==> src/rtl/tick_sched_ctrl.sv <==
`timescale 1ns/1ps
// tick_sched_ctrl: run-time controller for the board timebase.
// A programmable period counter produces a one-cycle tick strobe at the end of
// every period plus a 50% square wave derived from it. Start/stop/burst
// sequencing is handled by a small three-state FSM. New divisor/burst settings
// arrive over a valid/ready handshake. While running they are parked in a
// pending register and applied only at a period boundary, so downstream
// consumers never see a runt period.
module tick_sched_ctrl #(
    parameter int unsigned         CNT_W       = 32,
    parameter logic [CNT_W-1:0]    DEFAULT_DIV = 50000000,
    parameter int unsigned         BURST_W     = 8
) (
    input  logic               top_clk,
    input  logic               top_rst_n,
    input  logic               start,
    input  logic               stop,
    input  logic               cfg_valid,
    output logic               cfg_ready,
    input  logic [CNT_W-1:0]   cfg_div,
    input  logic [BURST_W-1:0] cfg_burst,
    output logic               tick,
    output logic               clock_out,
    output logic               done,
    output logic               busy,
    output logic [BURST_W-1:0] remaining,
    output logic [1:0]         state
);

    localparam logic [1:0] ST_IDLE   = 2'b00;
    localparam logic [1:0] ST_RUN    = 2'b01;
    localparam logic [1:0] ST_FINISH = 2'b10;

    localparam logic [CNT_W-1:0]   CNT_ONE = {{(CNT_W-1){1'b0}}, 1'b1};
    localparam logic [BURST_W-1:0] REM_ONE = {{(BURST_W-1){1'b0}}, 1'b1};

    // Control state
    logic [1:0]         state_q;
    logic [1:0]         state_d;
    logic [CNT_W-1:0]   cnt_q;
    logic [CNT_W-1:0]   active_div_q;
    logic [BURST_W-1:0] active_burst_q;
    logic [BURST_W-1:0] remaining_q;
    logic               clock_out_q;
    logic               pend_vld_q;

    // Pending configuration payload; only meaningful while pend_vld_q is set
    logic [CNT_W-1:0]   pend_div_q;
    logic [BURST_W-1:0] pend_burst_q;

    // Decoded events for the current cycle
    logic running;
    logic wrap;
    logic xfer;
    logic apply_pend;
    logic burst_mode;
    logic burst_last;
    logic finish_wrap;
    logic end_run;

    // Per-cycle event decode. A wrap that applies a pending config restarts
    // the burst under the new settings, so it never counts as the last tick
    // of the old burst.
    always_comb begin
        running     = (state_q != ST_IDLE);
        wrap        = running && (cnt_q == active_div_q);
        xfer        = cfg_valid && !pend_vld_q;
        apply_pend  = wrap && pend_vld_q;
        burst_mode  = (active_burst_q != '0);
        burst_last  = wrap && (state_q == ST_RUN) && !apply_pend &&
                      burst_mode && (remaining_q == REM_ONE);
        finish_wrap = wrap && (state_q == ST_FINISH);
        end_run     = burst_last || finish_wrap;
    end

    // Next-state logic: stop wins over start in IDLE; a burst ending on the
    // same wrap as a stop request takes precedence and returns straight to IDLE.
    always_comb begin
        state_d = state_q;
        case (state_q)
            ST_IDLE: begin
                if (start && !stop) begin
                    state_d = ST_RUN;
                end
            end
            ST_RUN: begin
                if (burst_last) begin
                    state_d = ST_IDLE;
                end else if (stop) begin
                    state_d = ST_FINISH;
                end
            end
            ST_FINISH: begin
                if (wrap) begin
                    state_d = ST_IDLE;
                end
            end
            default: begin
                state_d = ST_IDLE;
            end
        endcase
    end

    // State register
    always_ff @(posedge top_clk or negedge top_rst_n) begin
        if (!top_rst_n) begin
            state_q <= ST_IDLE;
        end else begin
            state_q <= state_d;
        end
    end

    // Period counter: held at zero in IDLE, counts 0..active_div while busy.
    // Entering FINISH does not disturb it, so the current period completes.
    always_ff @(posedge top_clk or negedge top_rst_n) begin
        if (!top_rst_n) begin
            cnt_q <= '0;
        end else if (!running || wrap) begin
            cnt_q <= '0;
        end else begin
            cnt_q <= cnt_q + CNT_ONE;
        end
    end

    // Active configuration: loads directly when idle, otherwise only from the
    // pending register at a period boundary.
    always_ff @(posedge top_clk or negedge top_rst_n) begin
        if (!top_rst_n) begin
            active_div_q   <= DEFAULT_DIV;
            active_burst_q <= '0;
        end else if (!running && xfer) begin
            active_div_q   <= cfg_div;
            active_burst_q <= cfg_burst;
        end else if (apply_pend) begin
            active_div_q   <= pend_div_q;
            active_burst_q <= pend_burst_q;
        end
    end

    // Pending flag: set by a transfer while busy, cleared when applied. A
    // transfer on a wrap cycle cannot be applied on that same wrap because the
    // flag was still clear when the wrap was decoded.
    always_ff @(posedge top_clk or negedge top_rst_n) begin
        if (!top_rst_n) begin
            pend_vld_q <= 1'b0;
        end else if (apply_pend) begin
            pend_vld_q <= 1'b0;
        end else if (running && xfer) begin
            pend_vld_q <= 1'b1;
        end
    end

    // Pending payload capture; cfg_div/cfg_burst are sampled only on transfer
    always_ff @(posedge top_clk) begin
        if (running && xfer) begin
            pend_div_q   <= cfg_div;
            pend_burst_q <= cfg_burst;
        end
    end

    // Remaining-tick counter: loads on start, reloads on a config apply,
    // decrements at each wrap in burst mode and clears when the run ends.
    always_ff @(posedge top_clk or negedge top_rst_n) begin
        if (!top_rst_n) begin
            remaining_q <= '0;
        end else if (!running) begin
            if (state_d == ST_RUN) begin
                remaining_q <= active_burst_q;
            end
        end else if (end_run) begin
            remaining_q <= '0;
        end else if (apply_pend) begin
            remaining_q <= pend_burst_q;
        end else if (wrap && burst_mode) begin
            remaining_q <= remaining_q - REM_ONE;
        end
    end

    // Square wave: toggles with every tick, parked low whenever idle or ending
    always_ff @(posedge top_clk or negedge top_rst_n) begin
        if (!top_rst_n) begin
            clock_out_q <= 1'b0;
        end else if (!running || end_run) begin
            clock_out_q <= 1'b0;
        end else if (wrap) begin
            clock_out_q <= ~clock_out_q;
        end
    end

    // Output mapping: tick and done are pure decodes of the wrap cycle
    always_comb begin
        tick      = wrap;
        done      = end_run;
        busy      = running;
        cfg_ready = !pend_vld_q;
        clock_out = clock_out_q;
        remaining = remaining_q;
        state     = state_q;
    end

endmodule

==> config.mk <==
export PLATFORM = sky130hd
export DESIGN_NAME = tick_sched_ctrl
export DESIGN_NICKNAME = d
export VERILOG_FILES = /design/src/rtl/tick_sched_ctrl.sv
export SDC_FILE = /design/constraint.sdc
export NUM_CORES = 1
export LEC_CHECK = 0
export ABC_AREA = 1
export CAP_MARGIN = 0
export CORE_MARGIN = 5
export CORE_UTILIZATION = 45
export CTS_CLUSTER_DIAMETER = 60
export DETAILED_ROUTE_END_ITERATION = 8
export PLACE_DENSITY = 0.67
export SLEW_MARGIN = 40
export SYNTH_ARGS = -nofsm -noshare
export SYNTH_HDL_FRONTEND = slang
export SYNTH_SLANG_ARGS = --single-unit
==> constraint.sdc <==
create_clock -name top_clk -period 2.74 [get_ports top_clk]
set_clock_uncertainty 0.1 [all_clocks]
set_input_delay 0.274 -clock top_clk [delete_from_list [all_inputs] [get_ports top_clk]]
set_output_delay 0.274 -clock top_clk [all_outputs]
set_load 0.05 [all_outputs]
### Yosys cells after proc, flatten, opt, wreduce, memory -nomap -nowiden

Cells that the tools add are included.

| operators by class | value |
|---|---|
| add/subtract/negate cells | 2 |
| equality and inequality tests | 6 |
| multiplexer cells | 19 |
| bitwise logic cells | 1 |
| reductions and logical operators | 27 |

Operators by type and width:

| operator | count |
|---|---|
| $mux W32 | 3 |
| $mux W8 | 7 |
| $add A32 B1 Y32 const B | 1 |
| $eq A32 B32 Y1 | 1 |
| $logic_and A1 B1 Y1 | 12 |
| $reduce_bool A2 Y1 | 5 |
| $eq A8 B1 Y1 const B | 1 |
| $mux W2 | 4 |
| $reduce_bool A8 Y1 | 1 |
| $sub A8 B1 Y8 const B | 1 |
| $pmux W2 S3 | 1 |
| $eq A2 B1 Y1 const B | 2 |
| $logic_not A1 Y1 | 4 |
| $mux W1 | 4 |
| $ne A4 B1 Y1 const B | 1 |
| $logic_or A1 B1 Y1 | 3 |
| $eq A2 B2 Y1 const B | 1 |
| $logic_not A2 Y1 | 1 |
| $reduce_and A2 Y1 | 1 |
| $not A1 Y1 | 1 |

| storage, ports and cells | value |
|---|---|
| flip-flop bits (word level) | 124 |
| input bits | 45 |
| output and inout port bits | 15 |
| logic and storage cells | 64 |

### Depth between registers and ports, before layout

Gate-level depths: netlist (run 1).

| logic depth | value |
|---|---|
| depth after elaboration | 12 |
| mapped depth | 17 |
| depth with buffers taken out | 16 |

### Worst setup path before layout (run 1)

No wires, ideal clock.

| timing | value |
|---|---|
| path type | reg2reg |
| start | register state_q[0] (netlist: state[0]) |
| end | register pend_burst_q[0] (enable) |
| library setup time | 0.394 ns |
| data arrival time | 2.049 ns |
| data required time | 2.246 ns |
| setup slack | 0.196 ns |
| stages on the path, launching flop included | 5 |
| buffers on the path | 0 |
| period minus slack after synthesis | 2.544 ns |
| path through | dfrtp_1 > nor2_1 > clkinv_1 > nand2_1 > inv_1 |

| between the ends | value |
|---|---|
| word-level cells in the longest chain between the ends | 2 |

RTL lines:

| element | line | RTL |
|---|---|---|
| start, declared | 38 | `logic [1:0] state_q;` |
| start signal, assigned | 109 | `state_q <= state_d;` |
| $reduce_bool A2 Y1 | 65 | `running = (state_q != ST_IDLE);` |
| named net busy | 25 | `output logic busy,` |
| $logic_and A1 B1 Y1 | 155 | `if (running && xfer) begin` |
| end signal, assigned | 157 | `pend_burst_q <= cfg_burst;` |
| end, declared | 49 | `logic [BURST_W-1:0] pend_burst_q;` |

The timed path passes the listed nets, and every way through them passes these cells.
A chain may end at the register's enable or synchronous reset.

### Final worst setup path (run 1)

| timing | value |
|---|---|
| start | register active_div_q[7] |
| end | output done |

| between the ends | value |
|---|---|
| word-level cells in the longest chain between the ends | 8 |
| elaborated cells between the ends (all ways) | 10 |
| classes of those cells | eq/ne: 1; reduce/logical: 9 |

RTL lines:

| element | line | RTL |
|---|---|---|
| start, declared | 41 | `logic [CNT_W-1:0] active_div_q;` |
| start signal, assigned | 132 | `active_div_q <= cfg_div;` |
| start signal, assigned | 135 | `active_div_q <= pend_div_q;` |
| $eq A32 B32 Y1 (*) | 66 | `wrap = running && (cnt_q == active_div_q);` |
| $logic_and A1 B1 Y1 (*) | 66 |  |
| $logic_and A1 B1 Y1 | 68 | `apply_pend = wrap && pend_vld_q;` |
| $logic_not A1 Y1 | 70 | `burst_last = wrap && (state_q == ST_RUN) && !apply_pend &&` |
| $logic_and A1 B1 Y1 (2 in a row) | 70 |  |
| $logic_and A1 B1 Y1 | 71 | `burst_mode && (remaining_q == REM_ONE);` |
| $logic_or A1 B1 Y1 (*) | 73 | `end_run = burst_last \|\| finish_wrap;` |
| end, declared | 24 | `output logic done,` |

Every way passes the cells marked *; elsewhere a longest branch is shown, timed or not.

==> results.md, run 1 <==
- Run status: finished clean
- Max Cap Violations: 0
- Place WS: between 0.2 and 0.25 ns
- Sequential fraction of the synthesis area: 0.5355
- CTS buffer count: 17
- Clk_lat worst skew: between 0.4 and 0.5 ns
- R2R cell count: 13
- Synth Area in Compound Gates: 0.06523
- Critical R2R Launch: active_div_q[7]$_DFFE_PN1P_
- Finished Layout Cells: 1,024
- Post-synthesis adder-cell area fraction: 0.006058
- Seq cells post-synth: approximately 120
- Die Wd: 127.3 um
- Final hold vios: 0
- # fillers: 1,198
- CP startpoint kind: flip-flop
- Worst Path Max Fanout: 6
- Top cells by area, synth: dfrtp_1, edfxtp_1, nand2_1
- GRT Total Usage: 0.1950
- Routability congestion estimate: between 0.8 and 0.9
- Clock Tree Buf Depth: 2
- Sink Count: approximately 120
- Combinational family with the most area after synthesis: simple AND/OR/NAND/NOR gates
- Met3 Use GR: 0.04048
- Crit path largest cell delay: 0.54 ns
- Top-area cell type share of the netlist area: 0.2908
- Max transition margin: 0.5833
- Area delta synth->final: 23.79%
- Maximum level of the CTS H-tree: 4
- Max stage delay cell, worst path: dfstp_2
- Mapped Nets: 813
- P_leak: 0.003409 uW
- Final instance area: approximately 7700 sq um
- Cell count after synthesis: 765
- Detailed Place HPWL: around 10,000 um
- Synth Cell Area: roughly 6200 sq um
- Netlist cell types: 34
- Initial antenna violation count: 0
- Initial DRC Count: ~400
- Largest net degree at the start of global routing: 50
- Reg2reg end: active_div_q[31]$_DFFE_PN0P_
- Die Footprint: between 15,000 and 20,000 sq um
- Vias in the first global route: approximately 5,100
- Reg2Reg Setup Slack: about 0.25 ns
- I/O pin cnt: 60
- Period utilization: 0.9621
- Crit Path Category: reg -> out
- CTS tree: done
- DP Area: between 6000 and 7000 sq um
- Multiplexer share of the synthesized area: 0
- Clk pin slew, worst setup/hold paths: 0.06 ns
- Die Y-Extent: 127.3 um
- Maximum VDD drop: 0.6148 mV
- Final Setup Violations: 0
- Worst setup margin: a little over 0.1 ns
- Critical Path RT: approximately 2.4 ns
- Yosys top cell by area: dfrtp_1
- Root Buffer: clkbuf_16
- Synth Area in XOR/XNOR: 0.02544
- Total Power: between 7000 and 8000 uW
- Grt met2 use: 0.3106
- Grt met1 use: 0.2666
- Total routed wirelength: 14,790 um
- Synthesis warning total: 0
- WL/cell: between 10 and 15 um
- Synth Area in Simple Gates: 0.2944
- DR vias/cell: between 5 and 6
- Final nets: 883
- Diodes inserted: 0
- PortBufs: between 50 and 60
- GRT overflow: 0
- Critical Path, Cell by Cell: inv_2, nand2_1, nand2_1, nor2_1, nand2_1, nor2_2, nand2_2, nor2_4, nand4_1, nand2_1, buf_6
- Worst Path Arrival: between 2 and 2.5 ns
- CP Capture Type: output pin
- Initial Utilization: 0.4642
- End point of the critical path: done
- Final ANT Viol Nets: 0
- Site Rows: 42
- Drt first pass iters: 5
- Pwr Density: between 900 and 1000 nW/um^2
- RSZ-0062 raised after global routing: yes
- Placed insts: roughly 1,000
- Global routing's busiest layer: met2
- Peak Freq: around 380 MHz
- Core area: roughly 13,000 sq um
- CP most frequent cell: nand2_1
- Final worst path period need: ~2.6 ns
- DRC viols: 0
- Total number of vias: between 5,000 and 6,000
- CP startpoint: active_div_q[7]$_DFFE_PN1P_
- First-pass GRT wire length: between 20,000 and 30,000 um
- Worst slew pin tran: around 0.62 ns
- Layout cells sized above 1: 0.09316
- Slew Limit Fails: 0
- Hold Crit Class: in -> async
- Finished Core Util: 0.5746
- Mapped Avg Cell Area: around 8.1 sq um
==> critical path, delay by kind of cell, from the launching register on <==
kind	cells	cell delay, ns
and+or+nand+nor	9	1.09
DFF	1	0.54
buffers and inverters	2	0.19
==> synthesized netlist by cell type <==
master and n:
nand2_1 272, nor2_1 90, inv_1 87, dfrtp_1 72, edfxtp_1 40, a31oi_1 33, nor3_1 24, nand3_1 20
a21oi_1 18, xor2_1 17, o21ai_0 13, clkbuf_1 12, dfstp_2 12, nand4_1 11, nor4_1 6, buf_2 5
inv_2 4, nor3_2 4, buf_6 3, ha_1 3, o211ai_1 3, nand3_2 2, nor2_4 2, o31ai_1 2
clkbuf_2 1, clkinv_1 1, nand2_2 1, nand3_4 1, nor2_2 1, nor3b_1 1, nor4_2 1, o21ai_1 1
or2_2 1, xnor2_1 1
==> report_power, final <==
group          switching [uW]  total [uW]  internal, uW
clock network             800        2390          1590
logic                    1350        2160           806
registers                 371        2760          2390
total                    2520        7310          4790
==> routing by layer <==
metal	routed length (um)	share of wire	vias up
met1	6633	0.45	2502
met2	7214	0.49	148
met4	215	0.015	0
met3	725	0.049	16
li1	-	-	2607
met5	0	0	-
==> worst min-delay path by stage <==
stage | cells past startpoint | end | start
after global routing | 2 | cnt_q[31]$_DFF_PN0_ | top_rst_n
after detailed placement | 1 | active_div_q[28]$_DFFE_PN0P_ | top_rst_n
final | 2 | cnt_q[31]$_DFF_PN0_ | top_rst_n
after floorplan | 0 | active_burst_q[0]$_DFFE_PN0P_ | top_rst_n
after global placement | 1 | active_div_q[28]$_DFFE_PN0P_ | top_rst_n
after CTS | 2 | active_div_q[28]$_DFFE_PN0P_ | top_rst_n
==> repair_timing <==
item | CTS | global route
gates resized for setup | 0 | 6
hold endpoints to repair | 31 | 0
setup buffers | 0 | 1
setup endpoints to repair | 0 | 6
hold buffers | 1 | 0
==> cell families after synthesis <==
logic type	count (synthesis)
and+or+nand+nor	437
adders and majority gates	3
DFF	124
buffers and inverters	113
AOI/OAI and AO/OA	70
xor gates and xnor gates	18
==> layout by cell type (no fill, tap or decap), drive strengths merged, types with 3 or more instances in the layout <==
master / n
nand2: 273
nand3: 23
clkinvlp: 3
nor4: 7
bufinv: 4
dfstp: 12
clkdlybuf4s50: 56
clkinv: 3
ha: 3
nor3: 28
o21ai: 14
buf: 15
a31oi: 33
nor2: 93
o211ai: 3
nand4: 11
a21oi: 18
edfxtp: 40
inv: 92
clkbuf: 22
dfrtp: 72
xor2: 17
==> layout make-up <==
type,count,area (sq um),area share
Timing Repair Buffer,72,711.9,0.09282
Inverter,92,345.3,0.04502
Clock inverter,10,161.4,0.02104
Clock buffer,22,474.2,0.06183
Multi-Input combinational cell,528,2437,0.3178
Tap cell,176,220.2,0.02871
Sequential cell,124,3319,0.4328
==> stage by stage <==
stage	hold slack, ns	setup TNS [ns]
floorplan	-0.1216	0
global placement	0.1777	0
detailed placement	0.1748	0
CTS	0.2700	0
global route	0.3166	-0.06110
finish	0.2677	0
==> flip-flops by register name (all words and copies together), names as in the netlist <==
register	flops
clock_out	1
cnt_q	32
pend_burst_q	8
active_burst_q	8
pend_vld_q	1
state	2
active_div_q	32
pend_div_q	32
remaining	8
No activity file was read; power rests on OpenSTA's default activity.
==> run 2, diff against run 1 <==
--- a/config.mk
+++ b/config.mk
@@ -9,6 +9,7 @@
 export CAP_MARGIN = 0
 export CORE_MARGIN = 5
 export CORE_UTILIZATION = 45
+export CTS_BUF_LIST = sky130_fd_sc_hd__clkbuf_8
 export CTS_CLUSTER_DIAMETER = 60
 export DETAILED_ROUTE_END_ITERATION = 8
 export PLACE_DENSITY = 0.67
==> results.md, run 2 (same netlist as run 1, synthesis figures left out) <==
- Layout cells sized above 1: 0.09658
- Initial Utilization: 0.4642
- Routability congestion estimate: 0.8842
- I/O pin cnt: 60
- CP most frequent cell: nand2_1
- Clk_lat worst skew: ~0.45 ns
- Die Wd: roughly 130 um
- Pwr Density: roughly 890 nW/um^2
- Max transition margin: 0.5822
- Most frequent cells in the layout: nand2_1, nor2_1, inv_1
- Bufs and invs on worst path: 2
- Top sig layer: met4
- Detailed Place HPWL: roughly 10,000 um
- Core area: around 13,000 sq um
- Die Footprint: ~16,000 sq um
- Initial DRC Count: 403
- Max Cap Violations: 0
- Max stage delay cell, worst path: dfstp_2
- Commonest non-fill, non-tap cell in the layout: nand2_1
- Met1 WL: about 6700 um
- Area delta synth->final: 20.90%
- Die Y-Extent: roughly 130 um
- Placed insts: ~1,000
- CP startpoint kind: flip-flop
- GRT Total Usage: 0.1931
- Run status: finished clean
- Worst slew pin tran: around 0.62 ns
- Final Setup Violations: 0
- Worst Path Arrival: roughly 2.3 ns
- GRT overflow: 0
- WL/cell: approximately 14 um
- Critical Path, Cell by Cell: inv_2, nand2_1, nand2_1, nor2_1, nand2_1, nor2_2, nand2_2, nor2_4, nand4_1, nand2_1, buf_6
- Diodes inserted: 0
- CP Capture Type: output pin
- Total Power: 6679 uW
- Finished Core Util: 0.5612
- Hold Crit Class: in -> async
- Setup TNS: 0 ns
- RSZ-0062 raised after global routing: yes
- Critical Path RT: around 2.4 ns
- Period utilization: 0.9567
- Clock Tree Buf Depth: 2
- Worst Path Max Fanout: 6
- Maximum VDD drop: 0.6556 mV
- Vias in the first global route: just over 5,000
- Crit path largest cell delay: approximately 0.55 ns
- Peak Freq: 381.5 MHz
- P_leak: between 0.003 and 0.004 uW
- Final worst path period need: 2.621 ns
- First-pass GRT wire length: around 25,000 um
- Finished Layout Cells: 1,025
- CTS buffer count: 17
- Delay-heaviest family, CP: simple AND/OR/NAND/NOR gates
- Largest net degree at the start of global routing: 50
- Top Registers: active_div_q x32, cnt_q x32, pend_div_q x32
- Sink Count: roughly 120
- Final ANT Viol Nets: 0
- Final hold vios: 0
- Final nets: between 800 and 900
- Root Buffer: clkbuf_8
- Initial antenna violation count: 0
- Drt first pass iters: 5
- Clk pin slew, worst setup/hold paths: 0.07 ns
- WL met2: roughly 7000 um
- Total number of vias: 5,209
- Slew Limit Fails: 0
- Final hold slack: between 0.2 and 0.25 ns
- Met3 routed WL: approximately 660 um
- PortBufs: 59
- DRC viols: 0
- CTS tree: done
- Maximum level of the CTS H-tree: 4
- Crit Path Category: reg -> out
- Site Rows: 42
- DR vias/cell: approximately 5.1
- Total routed wirelength: between 10,000 and 15,000 um
run 2: layout make-up:
| type | instances | area, sq um |
|---|---|---|
| clock buffers | 20 | 275.3 |
| fillers | 1237 | 5857 |
| repair buffers | 73 | 725.7 |
| well taps | 176 | 220.2 |
| multi-input cells | 528 | 2431 |
| clock inverters | 12 | 168.9 |
| inverters | 92 | 349.1 |
| flip-flops and latches | 124 | 3321 |
run 2: timing repair:
action	CTS	global route
hold buffers	1	0
endpoints found under the setup margin	0	6
hold endpoints to repair	31	0
buffers inserted	0	2
gates resized for setup	0	9
run 2: final timing paths:
kind,startpoint,to,slack (ns),cells past startpoint
hold / removal,top_rst_n,cnt_q[31]$_DFF_PN0_,0.24,2
hold reg to reg,pend_burst_q[1]$_DFFE_PP_,active_burst_q[1]$_DFFE_PN0P_,0.40,2
max in group asynchronous,top_rst_n,active_div_q[7]$_DFFE_PN1P_,1.62,3
setup reg to reg,active_div_q[7]$_DFFE_PN1P_,active_div_q[13]$_DFFE_PN1P_,0.25,14
min in group top_clk,cfg_div[23],active_div_q[23]$_DFFE_PN1P_,0.30,3
setup / recovery,active_div_q[7]$_DFFE_PN1P_,done,0.12,11
run 2: routing by layer:
layer  track usage  vias to the layer above
met5             0                        -
met4       0.06309                        0
met3       0.04299                       19
met2        0.3081                      107
met1        0.2626                     2484
li1              -                     2599
run 2: power breakdown:
part	switching (uW)	internal [uW]	total, uW
Sequential	367	2390	2760
Combinational	1340	807	2150
Clock	722	1060	1780
Total	2430	4250	6680
run 2: metrics by stage:
step	setup WS, ns	cell area [sq um]
after global routing	-0.07123	7491
after CTS	0.002990	7452
after detailed placement	0.2384	6998
final	0.1187	7491
after floorplan	0.1965	6196
after global placement	0.3122	6998
==> run 3, diff against run 2 <==
--- a/config.mk
+++ b/config.mk
@@ -12,8 +12,10 @@
 export CTS_BUF_LIST = sky130_fd_sc_hd__clkbuf_8
 export CTS_CLUSTER_DIAMETER = 60
 export DETAILED_ROUTE_END_ITERATION = 8
+export HOLD_SLACK_MARGIN = 0.15
 export PLACE_DENSITY = 0.67
-export SLEW_MARGIN = 40
+export SKIP_CTS_REPAIR_TIMING = 1
+export SLEW_MARGIN = 20
 export SYNTH_ARGS = -nofsm -noshare
 export SYNTH_HDL_FRONTEND = slang
 export SYNTH_SLANG_ARGS = --single-unit
==> results.md, run 3 (same netlist as run 1, synthesis figures left out) <==
- Critical Path, Cell by Cell: inv_2, nand2_1, nand2_1, nor2_1, nand2_1, nor2_2, nand2_2, nor2_4, nand4_1, nand2_1, buf_6
- I/O pin cnt: 60
- R2R cell count: 14
- PortBufs: 59
- Placed insts: just under 1,000
- Slew Limit Fails: 0
- Reg2Reg Setup Slack: 0.24 ns
- RSZ-0062 raised after global routing: yes
- DP Area: approximately 7000 sq um
- Clk pin slew, worst setup/hold paths: roughly 0.070 ns
- DRC viols: 0
- Finished Layout Cells: ~1,000
- CP Capture Type: output pin
- Run status: finished clean
- Clock Tree Buf Depth: 2
- Root Buffer: clkbuf_8
- GRT overflow: 0
- CTS tree: done
- Initial Utilization: 0.4642
- Routability congestion estimate: 0.8842
- Drt first pass iters: 5
- CP startpoint kind: flip-flop
- Critical R2R Launch: active_div_q[7]$_DFFE_PN1P_
- Layout cells sized above 1: 0.09434
- Most frequent cells in the layout: nand2_1, nor2_1, inv_1
- Crit path largest cell delay: between 0.5 and 0.6 ns
- Period utilization: 0.9589
- Largest net degree at the start of global routing: 50
- Commonest non-fill, non-tap cell in the layout: nand2_1
- Die Footprint: 16,220 sq um
- Hold Crit Class: in -> async
- Worst Path Max Fanout: 6
- Site Rows: 42
- Top Registers: active_div_q x32, cnt_q x32, pend_div_q x32
- Worst Path Arrival: around 2.3 ns
- Die Wd: 127.3 um
- Max stage delay cell, worst path: dfstp_2
- Area delta synth->final: 20.74%
- Total routed wirelength: 14,610 um
- Crit Path Category: reg -> out
- Maximum VDD drop: roughly 0.65 mV
- First-pass GRT wire length: about 25,000 um
- Initial antenna violation count: 0
- Peak Freq: between 300 and 400 MHz
- Critical Path RT: around 2.4 ns
- Final Setup Violations: 0
- Final hold vios: 0
- Final instance area: between 7000 and 8000 sq um
- CP most frequent cell: nand2_1
- Final worst path period need: 2.627 ns
- P_leak: 0.003313 uW
- CTS buffer count: 17
- Maximum level of the CTS H-tree: 4
- Final nets: 883
- Die Y-Extent: 127.3 um
- WL/cell: 14.27 um
- Core area: ~13,000 sq um
- Vias in the first global route: 5,138
- Total number of vias: between 5,000 and 6,000
- Max transition margin: 0.4593
- Max Cap Violations: 0
- GRT Total Usage: 0.1932
- DR vias/cell: around 5.1
- Sink Count: between 100 and 150
- Reg2reg end: active_div_q[13]$_DFFE_PN1P_
- Detailed Place HPWL: 10,480 um
- Initial DRC Count: ~400
- Pwr Density: approximately 900 nW/um^2
- # fillers: ~1,200
- Final ANT Viol Nets: 0
- Clk_lat worst skew: around 0.45 ns
- Worst slew pin tran: between 0.8 and 0.9 ns
- Diodes inserted: 0
==> run 3: cell count changes in the layout (fill, tap and decap cells not counted) <==
| cell | change |
|---|---|
| nor2_1 | +1 |
| buf_4 | -1 |
| nor2_2 | -1 |
==> run 3: worst max-delay path by stage <==
stage	start	end	slack (ns)	cells after the start
floorplan	state[0]$_DFF_PN0_	pend_burst_q[0]$_DFFE_PP_	0.20	4
global placement	active_div_q[7]$_DFFE_PN1P_	active_div_q[23]$_DFFE_PN1P_	0.31	13
detailed placement	active_div_q[7]$_DFFE_PN1P_	active_div_q[21]$_DFFE_PN1P_	0.24	13
CTS	active_div_q[7]$_DFFE_PN1P_	done	0.003	11
global route	active_div_q[7]$_DFFE_PN1P_	done	-0.07	11
finish	active_div_q[7]$_DFFE_PN1P_	done	0.11	11
==> run 3: critical path, delay by kind of cell, from the launching register on <==
kind	cells	cell delay (ns)
flip-flops	1	0.55
AND/OR/NAND/NOR	9	1.05
buffers and inverters	2	0.19
==> run 3: layout make-up <==
type	count	area [sq um]	area share
tap	176	220.2	0.02944
sequential	124	3321	0.4439
clock inverter	12	168.9	0.02258
inverter	92	349.1	0.04666
timing repair buffer	72	718.2	0.09600
multi-input combinational	528	2429	0.3246
clock buffer	20	275.3	0.03680
==> run 3: where the power goes <==
group / switching [uW] / internal [uW] / total [uW]
clock network: 725 / 1060 / 1780
logic: 1340 / 806 / 2140
registers: 366 / 2390 / 2750
total: 2430 / 4250 / 6680
==> run 3: per-stage QoR <==
stage          power (uW)  utilization  TNS (ns)  hold WS, ns  worst slack, ns
2_1_floorplan        4244            -         0      -0.1216           0.1965
3_3_place_gp         4866       0.5243         0       0.1777           0.3122
3_5_place_dp         4924       0.5243         0       0.1748           0.2384
4_1_cts              6725       0.5576         0      -0.3165         0.002990
5_1_grt              7143       0.5605  -0.07355       0.2652         -0.07355
6_report             6678       0.5605         0       0.2400           0.1126
==> run 3: metal layers <==
layer | part of all wire | GRT usage | up-vias
met5 | 0 | 0 | -
met4 | 0.015 | 0.06309 | 0
met3 | 0.044 | 0.04341 | 24
met2 | 0.48 | 0.3081 | 103
met1 | 0.46 | 0.2626 | 2457
li1 | - | - | 2600
